`config.mk`:
```
export PLATFORM = sky130hd
export DESIGN_NAME = id_stage_flat
export DESIGN_NICKNAME = d
export VERILOG_FILES = /design/src/rtl/id_stage_if.sv /design/src/rtl/id_stage.sv /design/src/flat_wrapper.sv
export SDC_FILE = /design/constraint.sdc
export NUM_CORES = 2
export LEC_CHECK = 0
export CAP_MARGIN = 20
export CORE_MARGIN = 3
export CORE_UTILIZATION = 53
export CTS_CLUSTER_SIZE = 30
export DETAILED_ROUTE_END_ITERATION = 7
export PLACE_DENSITY_LB_ADDON = 0.05
export SETUP_SLACK_MARGIN = 0.2
export SYNTH_ARGS = -nofsm -noshare
export SYNTH_HDL_FRONTEND = slang
export SYNTH_SLANG_ARGS = --single-unit
```
`constraint.sdc`:
```
create_clock -name clk -period 5 [get_ports clk]
set_clock_uncertainty 0.1 [all_clocks]
set_input_delay 1.25 -clock clk [delete_from_list [all_inputs] [get_ports clk]]
set_output_delay 1.25 -clock clk [all_outputs]
set_load 0.02 [all_outputs]
```
`src/rtl/id_stage_if.sv`:
```
// Bus between the fetch/write-back/EX side of the pipeline and the decode stage.
// master drives fetch, write-back and hazard inputs; slave (id_stage) drives decode results.
interface id_stage_if;
  logic [31:0] if_pc_plus4;
  logic [31:0] if_inst;
  logic        flush;
  logic        wb_reg_write;
  logic [4:0]  wb_rd;
  logic [31:0] wb_data;
  logic        ex_mem_read;
  logic [4:0]  ex_rt;
  logic        pc_write;
  logic        id_bubble;
  logic        id_valid;
  logic [31:0] id_pc_plus4;
  logic [5:0]  opcode;
  logic [4:0]  rs;
  logic [4:0]  rt;
  logic [4:0]  rd;
  logic [4:0]  shamt;
  logic [5:0]  funct;
  logic [31:0] rs_data;
  logic [31:0] rt_data;
  logic [31:0] imm_ext;
  logic [31:0] jump_addr;

  modport master (
    output if_pc_plus4, if_inst, flush, wb_reg_write, wb_rd, wb_data, ex_mem_read, ex_rt,
    input  pc_write, id_bubble, id_valid, id_pc_plus4, opcode, rs, rt, rd, shamt, funct,
           rs_data, rt_data, imm_ext, jump_addr
  );

  modport slave (
    input  if_pc_plus4, if_inst, flush, wb_reg_write, wb_rd, wb_data, ex_mem_read, ex_rt,
    output pc_write, id_bubble, id_valid, id_pc_plus4, opcode, rs, rt, rd, shamt, funct,
           rs_data, rt_data, imm_ext, jump_addr
  );
endinterface

```
`src/rtl/id_stage.sv`:
```
// MIPS instruction-decode stage: IF/ID register, 32x32 register file with write-through,
// immediate extension and load-use hazard detection.
module id_stage (
  input  logic       clk,
  input  logic       rst_n,
  id_stage_if.slave  bus
);

  logic [31:0] inst;
  logic [31:0] pc_q;
  logic        valid_q;
  logic [31:0] regs [0:31];
  logic        stall;
  logic        uses_rt;
  logic        wb_en;
  logic [4:0]  rs_idx;
  logic [4:0]  rt_idx;

  assign rs_idx = inst[25:21];
  assign rt_idx = inst[20:16];
  assign wb_en  = bus.wb_reg_write && (bus.wb_rd != 5'd0);

  // Stall/flush handshake: pc_write low means fetch holds if_pc_plus4/if_inst and the
  // IF/ID register holds too; flush overrides stall and loads a NOP with id_valid low.
  always_comb begin
    uses_rt = 1'b0;
    case (inst[31:26])
      6'h00, 6'h04, 6'h05, 6'h2b: uses_rt = 1'b1;
      default:                    uses_rt = 1'b0;
    endcase
  end

  assign stall = valid_q && bus.ex_mem_read && (bus.ex_rt != 5'd0) &&
                 ((bus.ex_rt == rs_idx) || (uses_rt && (bus.ex_rt == rt_idx))) &&
                 !bus.flush;

  always_ff @(posedge clk or negedge rst_n) begin
    if (!rst_n) begin
      inst    <= '0;
      pc_q    <= '0;
      valid_q <= 1'b0;
    end else if (bus.flush) begin
      inst    <= '0;
      pc_q    <= bus.if_pc_plus4;
      valid_q <= 1'b0;
    end else if (!stall) begin
      inst    <= bus.if_inst;
      pc_q    <= bus.if_pc_plus4;
      valid_q <= 1'b1;
    end
  end

  always_ff @(posedge clk or negedge rst_n) begin
    if (!rst_n) begin
      for (int i = 0; i < 32; i++) regs[i] <= '0;
    end else if (wb_en) begin
      regs[bus.wb_rd] <= bus.wb_data;
    end
  end

  // Same-cycle write-back is forwarded so ID never reads a stale operand.
  always_comb begin
    bus.rs_data = regs[rs_idx];
    if (rs_idx == 5'd0) bus.rs_data = '0;
    else if (wb_en && (bus.wb_rd == rs_idx)) bus.rs_data = bus.wb_data;
  end

  always_comb begin
    bus.rt_data = regs[rt_idx];
    if (rt_idx == 5'd0) bus.rt_data = '0;
    else if (wb_en && (bus.wb_rd == rt_idx)) bus.rt_data = bus.wb_data;
  end

  always_comb begin
    bus.imm_ext = {{16{inst[15]}}, inst[15:0]};
    case (inst[31:26])
      6'h0c, 6'h0d, 6'h0e: bus.imm_ext = {16'h0000, inst[15:0]};
      default:             bus.imm_ext = {{16{inst[15]}}, inst[15:0]};
    endcase
  end

  assign bus.pc_write    = !stall;
  assign bus.id_bubble   = stall || !valid_q;
  assign bus.id_valid    = valid_q;
  assign bus.id_pc_plus4 = pc_q;
  assign bus.opcode      = inst[31:26];
  assign bus.rs          = rs_idx;
  assign bus.rt          = rt_idx;
  assign bus.rd          = inst[15:11];
  assign bus.shamt       = inst[10:6];
  assign bus.funct       = inst[5:0];
  assign bus.jump_addr   = {pc_q[31:28], inst[25:0], 2'b00};

endmodule

```
`src/flat_wrapper.sv`:
```
// flat-port wrapper written by rule: the top's interface ports become plain ports
module id_stage_flat 
  (clk, rst_n, bus_if_pc_plus4, bus_if_inst, bus_flush, bus_wb_reg_write, bus_wb_rd, bus_wb_data, bus_ex_mem_read, bus_ex_rt, bus_pc_write, bus_id_bubble, bus_id_valid, bus_id_pc_plus4, bus_opcode, bus_rs, bus_rt, bus_rd, bus_shamt, bus_funct, bus_rs_data, bus_rt_data, bus_imm_ext, bus_jump_addr);
  id_stage_if bus_i ();
  input  logic clk;
  input  logic rst_n;
  input wire logic [$bits(bus_i.if_pc_plus4)-1:0] bus_if_pc_plus4;
  input wire logic [$bits(bus_i.if_inst)-1:0] bus_if_inst;
  input wire logic [$bits(bus_i.flush)-1:0] bus_flush;
  input wire logic [$bits(bus_i.wb_reg_write)-1:0] bus_wb_reg_write;
  input wire logic [$bits(bus_i.wb_rd)-1:0] bus_wb_rd;
  input wire logic [$bits(bus_i.wb_data)-1:0] bus_wb_data;
  input wire logic [$bits(bus_i.ex_mem_read)-1:0] bus_ex_mem_read;
  input wire logic [$bits(bus_i.ex_rt)-1:0] bus_ex_rt;
  output wire logic [$bits(bus_i.pc_write)-1:0] bus_pc_write;
  output wire logic [$bits(bus_i.id_bubble)-1:0] bus_id_bubble;
  output wire logic [$bits(bus_i.id_valid)-1:0] bus_id_valid;
  output wire logic [$bits(bus_i.id_pc_plus4)-1:0] bus_id_pc_plus4;
  output wire logic [$bits(bus_i.opcode)-1:0] bus_opcode;
  output wire logic [$bits(bus_i.rs)-1:0] bus_rs;
  output wire logic [$bits(bus_i.rt)-1:0] bus_rt;
  output wire logic [$bits(bus_i.rd)-1:0] bus_rd;
  output wire logic [$bits(bus_i.shamt)-1:0] bus_shamt;
  output wire logic [$bits(bus_i.funct)-1:0] bus_funct;
  output wire logic [$bits(bus_i.rs_data)-1:0] bus_rs_data;
  output wire logic [$bits(bus_i.rt_data)-1:0] bus_rt_data;
  output wire logic [$bits(bus_i.imm_ext)-1:0] bus_imm_ext;
  output wire logic [$bits(bus_i.jump_addr)-1:0] bus_jump_addr;
  assign bus_i.if_pc_plus4 = bus_if_pc_plus4;
  assign bus_i.if_inst = bus_if_inst;
  assign bus_i.flush = bus_flush;
  assign bus_i.wb_reg_write = bus_wb_reg_write;
  assign bus_i.wb_rd = bus_wb_rd;
  assign bus_i.wb_data = bus_wb_data;
  assign bus_i.ex_mem_read = bus_ex_mem_read;
  assign bus_i.ex_rt = bus_ex_rt;
  assign bus_pc_write = bus_i.pc_write;
  assign bus_id_bubble = bus_i.id_bubble;
  assign bus_id_valid = bus_i.id_valid;
  assign bus_id_pc_plus4 = bus_i.id_pc_plus4;
  assign bus_opcode = bus_i.opcode;
  assign bus_rs = bus_i.rs;
  assign bus_rt = bus_i.rt;
  assign bus_rd = bus_i.rd;
  assign bus_shamt = bus_i.shamt;
  assign bus_funct = bus_i.funct;
  assign bus_rs_data = bus_i.rs_data;
  assign bus_rt_data = bus_i.rt_data;
  assign bus_imm_ext = bus_i.imm_ext;
  assign bus_jump_addr = bus_i.jump_addr;
  id_stage u_core (.clk(clk), .rst_n(rst_n), .bus(bus_i));
endmodule
```
* Yosys cells after proc, flatten, opt, wreduce, memory -nomap -nowiden
Cells that the tools add are included.
** Operators by class
- Magnitude comparators :: 4
- Eq/ne operators :: 11
- Mux-type cells :: 21
- Bitwise operators :: 3
- Reductions and logical operators :: 21
** Operator list (count)
- $bwmux W1024 :: 1
- $mux W32 :: 14
- $bmux W32 S5 :: 2
- $demux W32 S5 :: 1
- $eq A5 B5 Y1 :: 4
- $eq A6 B4 Y1 const B :: 3
- $ge A6 B6 Y1 const B :: 3
- $not A5 Y6 :: 3
- $eq A6 B3 Y1 const B :: 2
- $logic_not A5 Y1 :: 2
- $reduce_bool A5 Y1 :: 2
- $logic_and A1 B1 Y1 :: 9
- $eq A6 B6 Y1 const B :: 1
- $logic_not A6 Y1 :: 1
- $lt A6 B1 Y1 const B :: 1
- $reduce_or A4 Y1 :: 1
- $logic_not A1 Y1 :: 3
- $mux W1 :: 3
- $reduce_or A3 Y1 :: 1
- $logic_or A1 B1 Y1 :: 2
- $ne A2 B2 Y1 const B :: 1
** Word-level totals
- Bits in registers :: 1089
- Bits of input ports :: 111
- Output and inout port bits :: 195
- Logic and storage cells :: 95

* Longest topological paths before layout
- Depth in word-level cells :: 9
- Depth in mapped cells :: 10
- Mapped depth without buffers :: 5

* Worst setup path before layout
Ideal clock, no wire load.
- Path type :: input port to output port
- Start point :: in bus_wb_rd[0]
- End point :: out bus_rt_data[10]
- Arrival :: 3.068 ns
- Slack :: 0.582 ns
- Stages on the path :: 8
- Buffers on the path :: 3
- Cells stage by stage :: buf_2 > xor2_1 > nor4_1 > and3_1 > clkbuf_2 > buf_2 > nor4_1 > nor3_1
** Between the ends
- Cells in the longest elaborated chain, start to end :: 5
- Elaborated cells between the ends (all ways) :: 6
- Those cells by class :: 1 x eq/ne; 2 x mux; 3 x reduce/logical
** RTL lines
- start: declaration :: RTL line flat_wrapper.sv:11 : input wire logic [$bits(bus_i.wb_rd)-1:0] bus_wb_rd;
- $reduce_bool A5 Y1 :: RTL line id_stage.sv:21 : assign wb_en = bus.wb_reg_write && (bus.wb_rd != 5'd0);
- $logic_and A1 B1 Y1 :: RTL line id_stage.sv:21
- $logic_and A1 B1 Y1 (*) :: RTL line id_stage.sv:71 : else if (wb_en && (bus.wb_rd == rt_idx)) bus.rt_data = bus.wb_data;
- $mux W32 (*) :: RTL line id_stage.sv:71
- $mux W32 (*) :: RTL line id_stage.sv:70 : if (rt_idx == 5'd0) bus.rt_data = '0;
- end: declaration :: RTL line flat_wrapper.sv:26 : output wire logic [$bits(bus_i.rt_data)-1:0] bus_rt_data;
Every way passes the cells marked *; elsewhere a longest branch is shown, timed or not.

* Worst setup path after layout
- Start point :: in bus_wb_rd[2]
- End point :: out bus_rt_data[20]
Same word-level chain as after synthesis.

==> results.sh <==
export IMPL_cts_tree="built"
export IMPL_synth_lib_cells_used_distinct=69
export IMPL_grt_first_pass_wirelength_mm=295
export IMPL_grt_setup_unrepaired="true"
export IMPL_coreArea_sq_mm=0.109
export IMPL_report_final_setup_viol=0
export IMPL_grt_use_total_pct=36.0
export IMPL_floorplan_initialDensity_pct=53.5
export IMPL_clkSlewWorstSetupHoldPaths_ns=0.07
export IMPL_clock_fmax_ghz=0.206
export IMPL_finalInstanceArea_sq_mm=0.0696
export IMPL_dr_first_iter_drc_count=4454
export IMPL_syn_inst=4218
export IMPL_placementRows=121
export IMPL_detailed_place_hpwl_mm=127
export IMPL_yosys_most_used_dff="sky130_fd_sc_hd__dfrtp_1"
export IMPL_number_of_detailed_routing_iterations_run_before_antenna_repair=5
export IMPL_report_final_slew_viol_count=0
export IMPL_yosysWarnings=0
export IMPL_cap_violations=0
export IMPL_post_synth_instance_area_sq_mm=0.0584
export IMPL_yosysTopAreaCell="sky130_fd_sc_hd__dfrtp_1"
export IMPL_synth_area_per_cell_sq_um=13.8
export IMPL_worst_setup_path_end_kind="output pin"
export IMPL_synth_seq_area_share_pct=46.6
export IMPL_share_of_post_route_cells_with_drive_strength_above_1_pct=46.7
export IMPL_remaining_drc_errors=0
export IMPL_gp_congestion=0.854
export IMPL_routed_via_density=6.76
export IMPL_htreeDepth=3
export IMPL_synth_seq_cells=1089
export IMPL_min_period_over_period_pct=96.9
export IMPL_number_of_buffers_added_by_the_clock_tree_synthesis_step=118
export IMPL_final_antenna_net_count=0
export IMPL_worst_endpoint_arrival_ns=3.50
export IMPL_clock_root_buffer="sky130_fd_sc_hd__clkbuf_16"
export IMPL_die_width_microns=338
export IMPL_tightestPinTransition_ns=1.12
export IMPL_cts_buffer_depth=3
export IMPL_io_pins=306
export IMPL_critPathMaxStageDelay_ns=0.38
export IMPL_grt_pass1_vias=40770
export IMPL_holdCritPathClass="reg -> reg"
export IMPL_worstPathRequired_ns=3.65
export IMPL_period_needed_ns=4.85
export IMPL_critical_path_class="in -> out"
export IMPL_top_family_by_delay_on_critical_path="compound AO/OA/AOI/OAI gates"
export IMPL_final_core_utilization_pct=63.7
export IMPL_async_reset_ff_share_pct=100
export IMPL_critical_path_buf_inv_count=4
export IMPL_floorplan_die_area_sq_mm=0.114
export IMPL_critical_path_cell_chain="buf_2 -> or3_4 -> o31a_1 -> buf_4 -> a31o_4 -> buf_12 -> a211oi_4 -> a221o_1 -> buf_6"
export IMPL_clock_sinks=1089
export IMPL_placedCellCount=5826
export IMPL_total_via_count_in_the_routed_design=41414
export IMPL_cp_slowest_cell="sky130_fd_sc_hd__or3_4"
export IMPL_postCtsHoldBufs=0
export IMPL_grt_remaining_overflow=0
export IMPL_route_detailed_wl_per_inst_microns=33.7
export IMPL_p_per_area_mw_per_mm2=380
export IMPL_final_net_count=4655
export IMPL_yosys_top_cells_area="sky130_fd_sc_hd__dfrtp_1 47%, sky130_fd_sc_hd__mux2_2 19%, sky130_fd_sc_hd__mux4_2 14%"
export IMPL_cp_max_fo=7
export IMPL_initial_antenna_violation_count=9
export IMPL_instances_no_fill=6125
export IMPL_detail_route_wirelength_mm=207
export IMPL_largest_net_degree_at_the_start_of_global_routing=91
export IMPL_placed_cell_area_sq_mm=0.0642
export IMPL_place_port_buffers=303
export IMPL_power_leakage_nw=29.7
export IMPL_timing_hold_violations_final=0
export IMPL_synth_edf_count=0
export IMPL_vdd_drop_max_v=0.000393
export IMPL_relSlewSlack_pct=25.5
export IMPL_later_pin_clock_latency_in_the_skew_report_ns=0.72
export IMPL_run_status="finished, final reports clean"
export IMPL_syn_to_final_growth_pct=19.1
export IMPL_floorplan_die_height_microns=338
export IMPL_cp_start_kind="input pin"
export IMPL_yosys_area_top_type_share_pct=46.6
export IMPL_hold_worst_slack_ns=0.298
-- state kept, by name, summed over array words and instances (netlist names) --
register and count:
u_core.regs 1024, u_core.bus.id_pc_plus4 32, u_core.inst 32, u_core.bus.id_valid 1
-- path summary, 6_finish.rpt --
check | startpoint | to | slack [ns] | cells past startpoint
max | bus_wb_rd[2] | bus_rt_data[20] | 0.15 | 9
min reg2reg | u_core.regs[1007]$_DFFE_PN0P_ | u_core.regs[1007]$_DFFE_PN0P_ | 0.30 | 0
max reg2reg | u_core.inst[20]$_DFFE_PN0P_ | u_core.inst[12]$_DFFE_PN0P_ | 1.70 | 8
min in group asynchronous | rst_n | u_core.regs[957]$_DFFE_PN0P_ | 0.53 | 1
max in group asynchronous | rst_n | u_core.regs[482]$_DFFE_PN0P_ | 2.93 | 2
min | u_core.regs[1007]$_DFFE_PN0P_ | u_core.regs[1007]$_DFFE_PN0P_ | 0.30 | 0
-- cells in the mapped netlist (all sizes together), types with 3 or more instances --
cell type	count
o22a	16
or4	3
o221a	4
nand3b	5
mux2	1011
o31ai	3
nor2	64
nor2b	41
o2111ai	5
clkbuf	296
a211oi	31
and2	5
mux4	368
xor2	13
a211o	8
nand2	111
a21oi	45
nor4	13
and3	4
nand4	4
xnor2	7
o21ai	141
nor3b	14
dfrtp	1089
o211ai	4
a221o	32
a311oi	6
nand3	21
a31oi	4
a221oi	80
a2111oi	6
nor3	28
a22o	8
buf	223
mux2i	299
o21a	12
o22ai	89
inv	10
or2	6
a22oi	43
nand2b	14
and3b	4
o32a	3
-- logic make-up (layout without fill, tap and decap cells) --
family	after synthesis	in the layout	share of synthesized area, %
muxes	1678	1678	38.8
xor gates and xnor gates	20	20	0.300
other	1	6	0.00642
and+or+nand+nor	345	345	2.98
buffers and inverters	531	957	4.66
AOI/OAI and AO/OA	554	554	6.61
DFF	1089	1089	46.6
-- layout make-up --
cell class	count	area, sq um
Fill cell	8328	39600
Sequential cell	1089	27300
Multi-Input combinational cell	2599	29000
Antenna cell	4	10.0
Clock buffer	176	3560
Inverter	12	48.8
Tap cell	1476	1850
Clock inverter	45	557
Timing Repair Buffer	724	7280
-- cell usage in the layout, fill, tap and decap left out, types with 32 or more instances in the layout --
master / count
sky130_fd_sc_hd__clkdlybuf4s50_1: 232
sky130_fd_sc_hd__a221oi_1: 67
sky130_fd_sc_hd__nor2_1: 48
sky130_fd_sc_hd__mux2_2: 1011
sky130_fd_sc_hd__o22ai_1: 89
sky130_fd_sc_hd__mux4_2: 368
sky130_fd_sc_hd__buf_12: 65
sky130_fd_sc_hd__o21ai_0: 136
sky130_fd_sc_hd__buf_4: 329
sky130_fd_sc_hd__a221o_1: 32
sky130_fd_sc_hd__a21oi_1: 44
sky130_fd_sc_hd__a22oi_1: 42
sky130_fd_sc_hd__mux2i_1: 294
sky130_fd_sc_hd__nand2_1: 93
sky130_fd_sc_hd__nor2b_1: 37
sky130_fd_sc_hd__dfrtp_1: 1079
sky130_fd_sc_hd__clkbuf_16: 128
-- layer usage --
| metal | GRT usage (%) | up-vias | part of all wire (%) |
|---|---|---|---|
| met5 | 0 | - | 0.020 |
| met4 | 13.4 | 6 | 3.9 |
| met3 | 8.72 | 413 | 10 |
| met2 | 53.8 | 2168 | 44 |
| met1 | 51.4 | 22077 | 42 |
| li1 | - | 16750 | - |
-- timing repair --
action	CTS	global route
gates cloned	5	5
buffers inserted	46	18
pin swaps	12	9
resized for setup	181	81
setup endpoints to repair	64	52
-- report_power, final --
part	switching, mW	internal [mW]
clock network	3.77	5.51
logic	2.44	3.12
registers	1.20	10.4
-- stage by stage --
stage | power [mW] | TNS [ns] | setup WS (ns)
after floorplan | 15.1 | 0 | 0.582
after global placement | 16.9 | -21.71 | -1.09
after detailed placement | 17.1 | -16.91 | -0.602
after CTS | 26.4 | 0 | 0.144
after global routing | 27.4 | 0 | 0.124
final | 26.4 | 0 | 0.153
(Power assumes the default switching activity.)
